$ cat src/rtl/exu_div_param_ctl.sv
// exu_div_param_ctl: iterative restoring radix-2 integer divider for the EXU.
// Signed/unsigned quotient or remainder, XLEN = 32 or 64.
// Divide-by-zero and signed overflow return a result one cycle after acceptance.
// Optional macro RV_DIV_SMALLNUM_EN adds the same short path when both
// absolute operands are below 16. fast_div_disable turns that path off at run time.
module exu_div_param_ctl #(
  parameter int XLEN = 64
) (
  input  logic            clk,
  input  logic            rst_l,
  input  logic            scan_mode,
  input  logic            flush_lower,
  input  logic            fast_div_disable,
  input  logic            dp_valid,
  input  logic            dp_sign,
  input  logic            dp_rem,
  input  logic [XLEN-1:0] dividend,
  input  logic [XLEN-1:0] divisor,
  output logic            div_stall,
  output logic            finish,
  output logic            finish_early,
  output logic [XLEN-1:0] out
);

  localparam int CW = $clog2(XLEN) + 1;
  localparam logic [CW-1:0] LAST_CNT = CW'(XLEN - 1);

  typedef enum logic [1:0] {IDLE = 2'd0, ITER = 2'd1, FIX = 2'd2} state_t;

  // Two's complement negation
  function automatic logic [XLEN-1:0] neg_f(input logic [XLEN-1:0] v);
    return ~v + {{(XLEN-1){1'b0}}, 1'b1};
  endfunction

  state_t          state_q, state_d;
  logic [CW-1:0]   cnt_q, cnt_d;
  logic [XLEN-1:0] a_q, a_d, b_q, b_d, r_q, r_d, out_q, out_d;
  logic            q_neg_q, q_neg_d, r_neg_q, r_neg_d, rem_q, rem_d, sign_q, sign_d;
  logic            finish_q, finish_d, early_q, early_d, stall_q, stall_d;

  logic            dvd_neg_s, dvs_neg_s, q_neg_s, div_zero_s, ovf_s;
  logic            small_s, short_s, q_bit_s, unused_s;
  logic [XLEN-1:0] dvd_abs_s, dvs_abs_s, short_res_s, small_res_s;
  logic [XLEN-1:0] r_nxt_s, a_nxt_s, fix_res_s;
  logic [XLEN:0]   r_sh_s;
  logic [XLEN+1:0] diff_s;

  // Operand sign analysis and special-case detection at request time
  assign dvd_neg_s  = dp_sign & dividend[XLEN-1];
  assign dvs_neg_s  = dp_sign & divisor[XLEN-1];
  assign q_neg_s    = dvd_neg_s ^ dvs_neg_s;
  assign dvd_abs_s  = dvd_neg_s ? neg_f(dividend) : dividend;
  assign dvs_abs_s  = dvs_neg_s ? neg_f(divisor) : divisor;
  assign div_zero_s = (divisor == {XLEN{1'b0}});
  assign ovf_s      = dp_sign & (dividend == {1'b1, {(XLEN-1){1'b0}}}) & (divisor == {XLEN{1'b1}});

`ifdef RV_DIV_SMALLNUM_EN
  // 4-bit restoring divide; returns {quotient, remainder}
  function automatic logic [7:0] small_div_f(input logic [3:0] n, input logic [3:0] d);
    logic [4:0] r;
    logic [3:0] q;
    r = 5'd0;
    q = 4'd0;
    for (int i = 3; i >= 0; i--) begin
      r = {r[3:0], n[i]};
      if (r >= {1'b0, d}) begin
        r    = r - {1'b0, d};
        q[i] = 1'b1;
      end
    end
    return {q, r[3:0]};
  endfunction

  logic [7:0]      small_qr_s;
  logic [XLEN-1:0] small_q_s, small_r_s;
  assign small_s     = ~fast_div_disable & ~div_zero_s
                     & (dvd_abs_s[XLEN-1:4] == {(XLEN-4){1'b0}})
                     & (dvs_abs_s[XLEN-1:4] == {(XLEN-4){1'b0}});
  assign small_qr_s  = small_div_f(dvd_abs_s[3:0], dvs_abs_s[3:0]);
  assign small_q_s   = {{(XLEN-4){1'b0}}, small_qr_s[7:4]};
  assign small_r_s   = {{(XLEN-4){1'b0}}, small_qr_s[3:0]};
  assign small_res_s = dp_rem ? (dvd_neg_s ? neg_f(small_r_s) : small_r_s)
                              : (q_neg_s ? neg_f(small_q_s) : small_q_s);
  assign unused_s    = ^{scan_mode, diff_s[XLEN]};
`else
  assign small_s     = 1'b0;
  assign small_res_s = {XLEN{1'b0}};
  assign unused_s    = ^{scan_mode, fast_div_disable, diff_s[XLEN]};
`endif

  assign short_s     = div_zero_s | ovf_s | small_s;
  assign short_res_s = div_zero_s ? (dp_rem ? dividend : {XLEN{1'b1}})
                     : ovf_s      ? (dp_rem ? {XLEN{1'b0}} : dividend)
                     : small_res_s;

  // One restoring step: shift in the next dividend bit, trial-subtract the divisor
  assign r_sh_s  = {r_q, a_q[XLEN-1]};
  assign diff_s  = {1'b0, r_sh_s} - {2'b00, b_q};
  assign q_bit_s = ~diff_s[XLEN+1];
  assign r_nxt_s = q_bit_s ? diff_s[XLEN-1:0] : r_sh_s[XLEN-1:0];
  assign a_nxt_s = {a_q[XLEN-2:0], q_bit_s};

  // Sign fix-up of the final quotient/remainder and result selection
  assign fix_res_s = rem_q ? (r_neg_q ? neg_f(r_nxt_s) : r_nxt_s)
                           : ((q_neg_q & sign_q) ? neg_f(a_nxt_s) : a_nxt_s);

  // Next-state logic for the FSM, datapath and registered outputs
  always_comb begin
    state_d  = state_q;
    cnt_d    = cnt_q;
    a_d      = a_q;
    b_d      = b_q;
    r_d      = r_q;
    q_neg_d  = q_neg_q;
    r_neg_d  = r_neg_q;
    rem_d    = rem_q;
    sign_d   = sign_q;
    out_d    = out_q;
    finish_d = 1'b0;
    early_d  = 1'b0;
    stall_d  = stall_q;
    if (flush_lower) begin
      state_d = IDLE;
      cnt_d   = {CW{1'b0}};
      stall_d = 1'b0;
    end else begin
      case (state_q)
        IDLE: begin
          if (dp_valid) begin
            a_d     = dvd_abs_s;
            b_d     = dvs_abs_s;
            r_d     = {XLEN{1'b0}};
            q_neg_d = q_neg_s;
            r_neg_d = dvd_neg_s;
            rem_d   = dp_rem;
            sign_d  = dp_sign;
            cnt_d   = {CW{1'b0}};
            stall_d = 1'b1;
            if (short_s) begin
              state_d  = FIX;
              out_d    = short_res_s;
              finish_d = 1'b1;
              early_d  = 1'b1;
            end else begin
              state_d = ITER;
            end
          end else begin
            stall_d = 1'b0;
          end
        end
        ITER: begin
          a_d   = a_nxt_s;
          r_d   = r_nxt_s;
          cnt_d = cnt_q + {{(CW-1){1'b0}}, 1'b1};
          if (cnt_q == LAST_CNT) begin
            state_d  = FIX;
            out_d    = fix_res_s;
            finish_d = 1'b1;
          end else begin
            state_d = ITER;
          end
        end
        FIX: begin
          state_d = IDLE;
          cnt_d   = {CW{1'b0}};
          stall_d = 1'b0;
        end
        default: begin
          state_d = IDLE;
          cnt_d   = {CW{1'b0}};
          stall_d = 1'b0;
        end
      endcase
    end
  end

  // State and output registers with asynchronous active-low reset
  always_ff @(posedge clk or negedge rst_l) begin
    if (!rst_l) begin
      state_q  <= IDLE;
      cnt_q    <= {CW{1'b0}};
      a_q      <= {XLEN{1'b0}};
      b_q      <= {XLEN{1'b0}};
      r_q      <= {XLEN{1'b0}};
      q_neg_q  <= 1'b0;
      r_neg_q  <= 1'b0;
      rem_q    <= 1'b0;
      sign_q   <= 1'b0;
      out_q    <= {XLEN{1'b0}};
      finish_q <= 1'b0;
      early_q  <= 1'b0;
      stall_q  <= 1'b0;
    end else begin
      state_q  <= state_d;
      cnt_q    <= cnt_d;
      a_q      <= a_d;
      b_q      <= b_d;
      r_q      <= r_d;
      q_neg_q  <= q_neg_d;
      r_neg_q  <= r_neg_d;
      rem_q    <= rem_d;
      sign_q   <= sign_d;
      out_q    <= out_d;
      finish_q <= finish_d;
      early_q  <= early_d;
      stall_q  <= stall_d;
    end
  end

  assign div_stall    = stall_q;
  assign finish       = finish_q;
  assign finish_early = early_q;
  assign out          = out_q;

endmodule

$ cat config.mk
export PLATFORM = sky130hd
export DESIGN_NAME = exu_div_param_ctl
export DESIGN_NICKNAME = d
export VERILOG_FILES = /design/src/rtl/exu_div_param_ctl.sv
export SDC_FILE = /design/constraint.sdc
export NUM_CORES = 1
export LEC_CHECK = 0
export ABC_AREA = 1
export CAP_MARGIN = 20
export CORE_MARGIN = 4
export CORE_UTILIZATION = 40
export DETAILED_ROUTE_END_ITERATION = 16
export SETUP_SLACK_MARGIN = 0.4
export SLEW_MARGIN = 20
export SYNTH_ARGS = -nofsm -noshare
export SYNTH_HDL_FRONTEND = slang
export SYNTH_SLANG_ARGS = --single-unit
$ cat constraint.sdc
create_clock -name clk -period 4.4 [get_ports clk]
set_input_delay 0.44 -clock clk [delete_from_list [all_inputs] [get_ports clk]]
set_output_delay 0.44 -clock clk [all_outputs]
set_load 0.01 [all_outputs]
# == Yosys cells after proc, flatten, opt, wreduce, memory -nomap -nowiden ==
# Cells that the tools add are included.
# word_totals
in_bits,136
out_inout_bits,67
regBits,272
# classes
bitwise_logic,13
reduce_logical,6
addsub,6
eq_ne,9
muxes,36
# ops
op,n
2-to-1 mux 64 bit,15
one-hot mux 64 bit (2 select lines),3
"adder 64 x 1 -> 64 bit, second input constant",4
inverter 64 bit,4
"== test 64 bit, second input constant",2
subtractor 65 x 64 -> 66 bit,1
logical NOT 64 bit,1
2-to-1 mux 7 bit,2
one-hot mux 7 bit (2 select lines),1
2-to-1 mux 1 bit,8
2-to-1 mux 2 bit,4
"inequality test 2 bit, second input constant",4
"adder 7 x 1 -> 7 bit, second input constant",1
"== test 7 x 6 -> 1 bit, second input constant",1
AND reduction 3 bit,2
AND 1 bit,5
AND reduction 5 bit,1
one-hot mux 1 bit (2 select lines),2
one-hot mux 2 bit (2 select lines),1
"inequality test 3 bit, second input constant",1
"== test 2 x 1 -> 1 bit, second input constant",1
logical NOT 2 bit,1
inverter 1 bit,2
nonzero test 2 bit,1
other kinds (2),2

# == Logic depth before layout (Yosys ltp) ==
# Gate-level depths: netlist of the first run.
# depth
depth_word,8
ltp_mapped,34

# == Worst setup path before layout of the first run ==
# Ideal clock, no wire load.
# synth_path
path_kind,register -> register
startpoint,reg r_q[15]
endpoint,"reg out_q[58], in the netlist out[58]"
slack_ps,281
n_path_buf,1
arrival_ps,4003
path_stages_with_launch,32
required_time_ps,4283
cell_sequence,dfrtp_1 -> ha_1 -> nand2_2 -> inv_1 -> nand2_1 -> nand2_1 -> a21oi_1 -> nand2_4 -> nand2_2 -> nand2_2 -> nand2_4 -> nand2_4 -> inv_2 -> clkbuf_1 -> ha_1 -> nand2_1 -> nor2_1 -> nand4_1 -> nor2_1 -> nand4_1 -> inv_1 -> nand3_1 -> o21ai_0 -> o21ai_0 -> a21oi_1 -> o21ai_0 -> o21ai_0 -> a21oi_1 -> nor2_1 -> nand2_1 -> nand2_1 -> nand2_1
# synth_between
elab_chain_cells,8
elab_cells_between_ends,12
cone_classes,3 x add/sub; 6 x mux; 3 x bitwise
# synth_rtl
item,line,rtl
start: declaration,37,"logic [XLEN-1:0] a_q, a_d, b_q, b_d, r_q, r_d, out_q, out_d;"
start signal: assignment,184,r_q <= {XLEN{1'b0}};
start signal: assignment,198,r_q <= r_d;
subtractor 65 x 64 -> 66 bit,98,"assign diff_s = {1'b0, r_sh_s} - {2'b00, b_q};"
2-to-1 mux 64 bit / inverter 1 bit (equally long branches),"100, 99",
inverter 64 bit,32,"return ~v + {{(XLEN-1){1'b0}}, 1'b1};"
adder 64 x 1 -> 64 bit,32,
2-to-1 mux 64 bit (on tied branches),"104, 105",
2-to-1 mux 64 bit (*),104,assign fix_res_s = rem_q ? (r_neg_q ? neg_f(r_nxt_s) : r_nxt_s)
2-to-1 mux 64 bit (*),155,if (cnt_q == LAST_CNT) begin
one-hot mux 64 bit (2 select lines) (*),127,case (state_q)
end signal: assignment,189,out_q <= {XLEN{1'b0}};
end signal: assignment,203,out_q <= out_d;
end: declaration,37,
# Mark *: on every way between the ends. The rest lies on a longest branch, timed or not. The select of a mux whose other input is x is not followed.
# A chain may end at the register's enable or synchronous reset.

# == Worst setup path after layout of the first run ==
# layout_path
startpoint,reg b_q[46]
endpoint,"reg out_q[44], in the netlist out[44]"
# layout_between
elab_chain_cells,8
elab_cells_between_ends,12
cone_classes,3 x add/sub; 6 x mux; 3 x bitwise
# layout_rtl
item,line,rtl
start: declaration,37,
start signal: assignment,183,b_q <= {XLEN{1'b0}};
subtractor 65 x 64 -> 66 bit (*),98,
2-to-1 mux 64 bit / inverter 1 bit (equally long branches),"100, 99",
inverter 64 bit,32,
adder 64 x 1 -> 64 bit,32,
2-to-1 mux 64 bit (on tied branches),"104, 105",
2-to-1 mux 64 bit (*),104,
2-to-1 mux 64 bit (*),155,
one-hot mux 64 bit (2 select lines) (*),127,
# Marked as above.

==> results.json, run 1 <==
{
  "hpwl_mm": 95.1,
  "power.leakage_uw": 0.0182,
  "clock-root-buffer": "clkbuf_16",
  "htreeDepth": 2,
  "synth_xor_area_share_pct": 3.89,
  "setup_tns_ns": 0,
  "synthCells": 4662,
  "yosysSeqAreaShare_pct": 25.2,
  "worstPathArrival_ns": 4.46,
  "first_iter_violations": 2949,
  "p_sw_uw": 17200,
  "synth_compound_area_share_pct": 15.3,
  "slew_violations": 0,
  "min_period_ns": 3.97,
  "layout-drive-gt1-share_pct": 19.2,
  "grt_pass1_vias": 30000,
  "syn_nets": 4869,
  "layout_common_cells": "nand2_1, inv_1, buf_4",
  "antenna_found_initial": 13,
  "startpoint": "b_q[46]",
  "io_pins": 203,
  "stdcell_area_um2": 36500,
  "nFillCells": 6923,
  "io_buffers": 200,
  "clkPwrFrac_pct": 9.4,
  "max_freq_mhz": 252,
  "critPathLaunchType": "register",
  "status": "finished clean",
  "ys_async_sr_fraction_pct": 100,
  "grt_pass1_wl_mm": 177,
  "grt_setup_unrepaired": "yes",
  "intPower_uw": 15400,
  "required_ns": 4.89,
  "power_density_nw_per_um2": 894,
  "critPathMaxStageDelay_ns": 0.40,
  "synth_edf_count": 0,
  "max_cap_violations": 0,
  "avgViaCountPerCell": 5.31,
  "drc": 0,
  "cts_tree": "yes",
  "p_comb_share_pct": 77.5,
  "synthMuxAreaShare_pct": 0,
  "synth-simple-area-share_pct": 39.7,
  "die_h_um": 268,
  "crit_slowest_cell": "dfrtp_1",
  "vias": 32700,
  "cts_num_sinks": 272,
  "synth_top_family_by_area": "simple AND/OR/NAND/NOR gates",
  "cp_max_fo": 7,
  "ys_ff_latch": 272,
  "path_common_cell": "nand2_2",
  "swShare_pct": 52.9,
  "synthAdderAreaFrac_pct": 3.31,
  "drtPass1Iterations": 6,
  "multiInputGateArea_um2": 18400,
  "p_seq_share_pct": 13.0,
  "peakVddDrop_uv": 491,
  "wl_per_cell_um": 19.6,
  "clkTransAtPathRegs_ns": 0.06,
  "register_area_um2": 6820,
  "clock_latency_ns": 0.58,
  "maxSlewHeadroom_pct": 28.9,
  "rows": 95,
  "hp-class": "register to register",
  "totalWireLength_mm": 120,
  "endpoint_kind": "register",
  "finalSetupViolCount": 0,
  "synthesis.area_um2": 27000,
  "r2r-start": "b_q[46]",
  "grt_max_degree": 91,
  "tightest_slew_ns": 1.07,
  "core_area_um2": 67000,
  "post-route-period-util_pct": 90.2,
  "grtUsageTotal_pct": 32.1,
  "postSynthAreaPerCell_um2": 5.80,
  "numCtsBuffers": 36,
  "skew_ns": 0.0384,
  "place.gp.congestion": 0.984,
  "place_inst": 6021,
  "stdcell_count": 6158,
  "design.die.area_um2": 71800,
  "path_class": "register to register",
  "start_util_pct": 40.3,
  "finalHoldViolations": 0,
  "area_growth_pct": 35.0,
  "ant_nets": 0,
  "synth_ff_type": "dfrtp_1",
  "grt_overflow": 0,
  "final_net_count": 5466,
  "clk_path_buf_depth": 3,
  "ys_warn_count": 0,
  "die_x_um": 268,
  "final_common_cell": "nand2_1",
  "synth_cell_types": 55,
  "fin_util_pct": 54.4,
  "hp-start": "out[61]",
  "place_area_um2": 32900
}
## final cells by class
cell class | count | share of cell area, %
multi-input cells | 3519 | 50.5
flip-flops and latches | 272 | 18.7
repair buffers | 705 | 17.0
inverters | 725 | 7.51
well taps | 873 | 2.99
clock buffers | 54 | 2.90
clock inverters | 9 | 0.357
diodes | 1 | 0.00686
## timing repair
item,4_1_cts,5_1_grt
pin swaps,21,86
endpoints found under the setup margin,60,63
hold buffers,1,0
cloned,2,5
setup buffers,22,43
gates resized for setup,98,359
hold endpoints to repair,87,0
## synthesized netlist by cell type, drive strengths merged (3+ instances only)
library cell	n	share of area, %
a21oi	234	4.4
a31oi	14	0.32
and3	3	0.069
buf	48	1.1
clkbuf	99	1.4
clkinv	3	0.046
dfrtp	272	25
ha	70	3.2
inv	722	10
nand2	1484	21
nand3	313	5.9
nand3b	17	0.47
nand4	62	1.4
nor2	546	7.9
nor3	91	1.8
nor4	35	0.81
o211ai	32	0.89
o21a	4	0.11
o21ai	399	7.5
o21bai	9	0.25
o221ai	18	0.58
o22ai	33	0.76
o31ai	8	0.22
or2	11	0.25
xnor2	27	0.87
xor2	93	3.0
## state kept, by name (all words and copies together), names as in the netlist, 2 cells and up
| name | flops |
|---|---|
| a_q | 64 |
| b_q | 64 |
| out | 64 |
| r_q | 64 |
| cnt_q | 7 |
| state_q | 2 |
## routing by layer
metal	track usage [%]	vias up	wire, um
li1	-	16100	-
met1	44.4	15100	52900
met2	49.9	1268	52600
met3	6.16	222	9850
met4	11.9	8	5020
met5	0	-	38
## critical path: cells and delay by family (launching register included)
family                   cells  cell delay [ns]
flip-flops                   1             0.40
AND/OR/NAND/NOR             18             1.86
buffers and inverters        5             0.64
AO/OA/AOI/OAI                3             0.54
adder cells (fa/ha/maj)      2             0.41
## logic make-up after synthesis
| logic type | count (synthesis) |
|---|---|
| flops | 272 |
| xor+xnor | 120 |
| compound gates | 760 |
| fa+ha+maj | 71 |
| simple gates | 2567 |
| buf+inv | 872 |
## power groups by stage
| stage | registers [uW] | logic, uW | clock network (uW) |
|---|---|---|---|
| 6_report | 4250 | 25300 | 3070 |
| 5_1_grt | 4320 | 27600 | 3230 |
| 4_1_cts | 4160 | 22600 | 3120 |
| 3_5_place_dp | 4160 | 21700 | 0 |
| 3_3_place_gp | 4140 | 21700 | 0 |
| 2_1_floorplan | 3960 | 12200 | 0 |
## path summary, 6_finish.rpt
| check | endpoint | slack [ns] | depth (start not counted) |
|---|---|---|---|
| min in group asynchronous | a_q[56] | 0.52 | 2 |
| min | out[61] | 0.48 | 2 |
| max in group asynchronous | out[33] | 2.85 | 3 |
| max | out[44] | 0.43 | 28 |
| max reg2reg | out[44] | 0.43 | 28 |
| min reg2reg | out[61] | 0.48 | 2 |
## through the flow
step	hold WS (ns)	setup slack, ns	power, uW
final	0.475	0.432	32600
after global routing	0.496	0.241	35200
after CTS	0.476	0.404	29900
after detailed placement	0.459	-0.174	25900
after global placement	0.458	-0.131	25800
after floorplan	0.144	0.403	16100
Note: power is estimated with default switching activity, not from simulation.
==> run 2: changes to the inputs <==
--- a/config.mk
+++ b/config.mk
@@ -8,8 +8,9 @@
 export ABC_AREA = 1
 export CAP_MARGIN = 20
 export CORE_MARGIN = 4
-export CORE_UTILIZATION = 40
+export CORE_UTILIZATION = 35
 export DETAILED_ROUTE_END_ITERATION = 16
+export PLACE_DENSITY = 0.6
 export SETUP_SLACK_MARGIN = 0.4
 export SLEW_MARGIN = 20
 export SYNTH_ARGS = -nofsm -noshare
==> constraint.sdc (replaced) <==
create_clock -name clk -period 3.45 [get_ports clk]
set_input_delay 0.345 -clock clk [delete_from_list [all_inputs] [get_ports clk]]
set_output_delay 0.345 -clock clk [all_outputs]
set_load 0.01 [all_outputs]
==> results.json, run 2 (same netlist as run 1, synthesis figures left out) <==
{
  "clk_path_buf_depth": 3,
  "whs_endpoint": "b_q[0]",
  "finalSetupViolCount": 61,
  "cp.buffers_inverters": 9,
  "hp-class": "primary input to register",
  "grtUsageTotal_pct": 31.0,
  "min_period_ns": 3.92,
  "skew_ns": 0.0404,
  "required_ns": 3.98,
  "place.gp.congestion": 1.01,
  "setup_tns_ns": -20.69,
  "critPathLaunchType": "register",
  "io_buffers": 200,
  "drc": 0,
  "hold_depth": 4,
  "worstPathArrival_ns": 4.45,
  "status": "finished, violations left",
  "area_growth_pct": 56.4,
  "path_common_cell": "buf_6",
  "hp-start": "divisor[0]",
  "cts_num_sinks": 272,
  "timing.rr.end": "out[43]",
  "die_x_um": 286,
  "path_class": "register to register",
  "slew_violations": 0,
  "cpLargestDelayFamily": "buffers and inverters",
  "clock_latency_ns": 0.60,
  "numCtsBuffers": 38,
  "grt_overflow": 0,
  "final_common_cell": "nand2_1",
  "reg2reg_depth": 28,
  "post-route-period-util_pct": 114,
  "final_net_count": 5967,
  "tightest_slew_ns": 0.920,
  "intPower_uw": 25100,
  "vias": 35100,
  "cp_max_fo": 7,
  "p_sw_uw": 25600,
  "swShare_pct": 50.5,
  "hpwl_mm": 104,
  "r2r-start": "r_q[35]",
  "layout-drive-gt1-share_pct": 30.6,
  "cts_tree": "yes",
  "grt_max_degree": 93,
  "clock-root-buffer": "clkbuf_16",
  "htreeDepth": 2,
  "stdcell_area_um2": 42300,
  "r2r_setup_slack_ns": -0.47,
  "place_inst": 6628,
  "grt_setup_unrepaired": "yes",
  "p_seq_share_pct": 10.8,
  "antenna_found_initial": 4,
  "die_h_um": 286,
  "avgViaCountPerCell": 5.15,
  "first_iter_violations": 3368,
  "place_area_um2": 37200,
  "io_pins": 203,
  "design.die.area_um2": 81700,
  "ant_nets": 0,
  "totalWireLength_mm": 132,
  "clkPwrFrac_pct": 8.3,
  "power.leakage_uw": 0.0212,
  "clkTransAtPathRegs_ns": 0.06,
  "start_util_pct": 35.5,
  "p_comb_share_pct": 80.9,
  "violations": "negative setup slack",
  "rows": 101,
  "grt_pass1_vias": 32800,
  "core_area_um2": 76200,
  "grt_pass1_wl_mm": 196,
  "stdcell_count": 6816,
  "critPathMaxStageDelay_ns": 0.45,
  "wl_per_cell_um": 19.4,
  "maxSlewHeadroom_pct": 38.7,
  "layout_common_cells": "nand2_1, buf_4, inv_1",
  "max_cap_violations": 0,
  "peakVddDrop_uv": 757,
  "worst_slack_ns": -0.471,
  "endpoint_kind": "register",
  "power_density_nw_per_um2": 1200,
  "max_freq_mhz": 255,
  "crit_slowest_cell": "dfrtp_2",
  "drtPass1Iterations": 6,
  "finalHoldViolations": 0
}
-- run 2: changes by cell type in the layout (fill, tap and decap cells not counted), sizes merged, moves of 2 or more --
cell / before / now
clkinv: 7 / 15
clkdlybuf4s50: 199 / 191
bufinv: 2 / 5
buf: 500 / 1002
bufbuf: 1 / 3
clkbuf: 58 / 44
dlymetal6s2s: 0 / 5
dlygate4sd2: 0 / 3
-- run 2: how the worst max path moves through the flow --
| stage | start | cells past startpoint | slack [ns] | endpoint |
|---|---|---|---|---|
| after floorplan | r_q[5] | 33 | -0.06 | out[58] |
| after global placement | dividend[0] | 21 | -0.86 | out[54] |
| after detailed placement | dividend[1] | 21 | -0.86 | out[54] |
| after CTS | b_q[48] | 30 | -0.36 | out[58] |
| after global routing | b_q[40] | 30 | -0.67 | out[56] |
| final | r_q[35] | 28 | -0.47 | out[43] |
-- run 2: layer usage --
layer  GRT usage [%]  up-vias  wire length [um]
met5               0        -                 0
met4            10.9        0              5900
met3            4.41      249             10100
met2            49.9     1413             59600
met1            42.7    16400             56900
li1                -    17100                 -
-- run 2: metrics by stage --
| step | hold WS [ns] | total power, uW | setup slack, ns | util (%) |
|---|---|---|---|---|
| CTS | 0.354 | 47200 | -0.362 | 53.5 |
| finish | 0.263 | 50700 | -0.471 | 55.5 |
| detailed placement | 0.458 | 38100 | -0.861 | 48.8 |
| floorplan | 0.0494 | 21300 | -0.0569 | - |
| global placement | 0.457 | 38100 | -0.864 | 48.8 |
| global route | 0.304 | 54000 | -0.675 | 55.5 |
-- run 2: area by class of cell --
| cell class | count | area, um^2 |
|---|---|---|
| diodes | 2 | 5.00 |
| flip-flops and latches | 272 | 6820 |
| clock inverters | 20 | 280 |
| fillers | 7589 | 33900 |
| multi-input cells | 3518 | 19900 |
| well taps | 1030 | 1290 |
| repair buffers | 1205 | 10300 |
| inverters | 725 | 2750 |
| clock buffers | 44 | 1000 |
-- run 2: power groups by stage --
stage	Clock, uW	Combinational [uW]	Sequential [uW]
2_1_floorplan	0	16100	5150
3_3_place_gp	0	32600	5430
6_report	4200	41000	5480
4_1_cts	4260	37500	5450
5_1_grt	4370	44100	5570
3_5_place_dp	0	32700	5440
-- run 2: tightest hold or removal path, cell delays in order --
cell and delay (ns):
dlymetal6s2s_1 0.16, inv_2 0.07, buf_4 0.12, o21ai_0 0.08
-- run 2: timing repair --
item | 4_1_cts | 5_1_grt
endpoints found under the setup margin | 88 | 107
buffers inserted | 80 | 33
hold buffers | 1 | 0
gates resized for setup | 430 | 368
pin swaps | 123 | 159
endpoints found under the hold margin | 86 | 0
cloned | 8 | 0
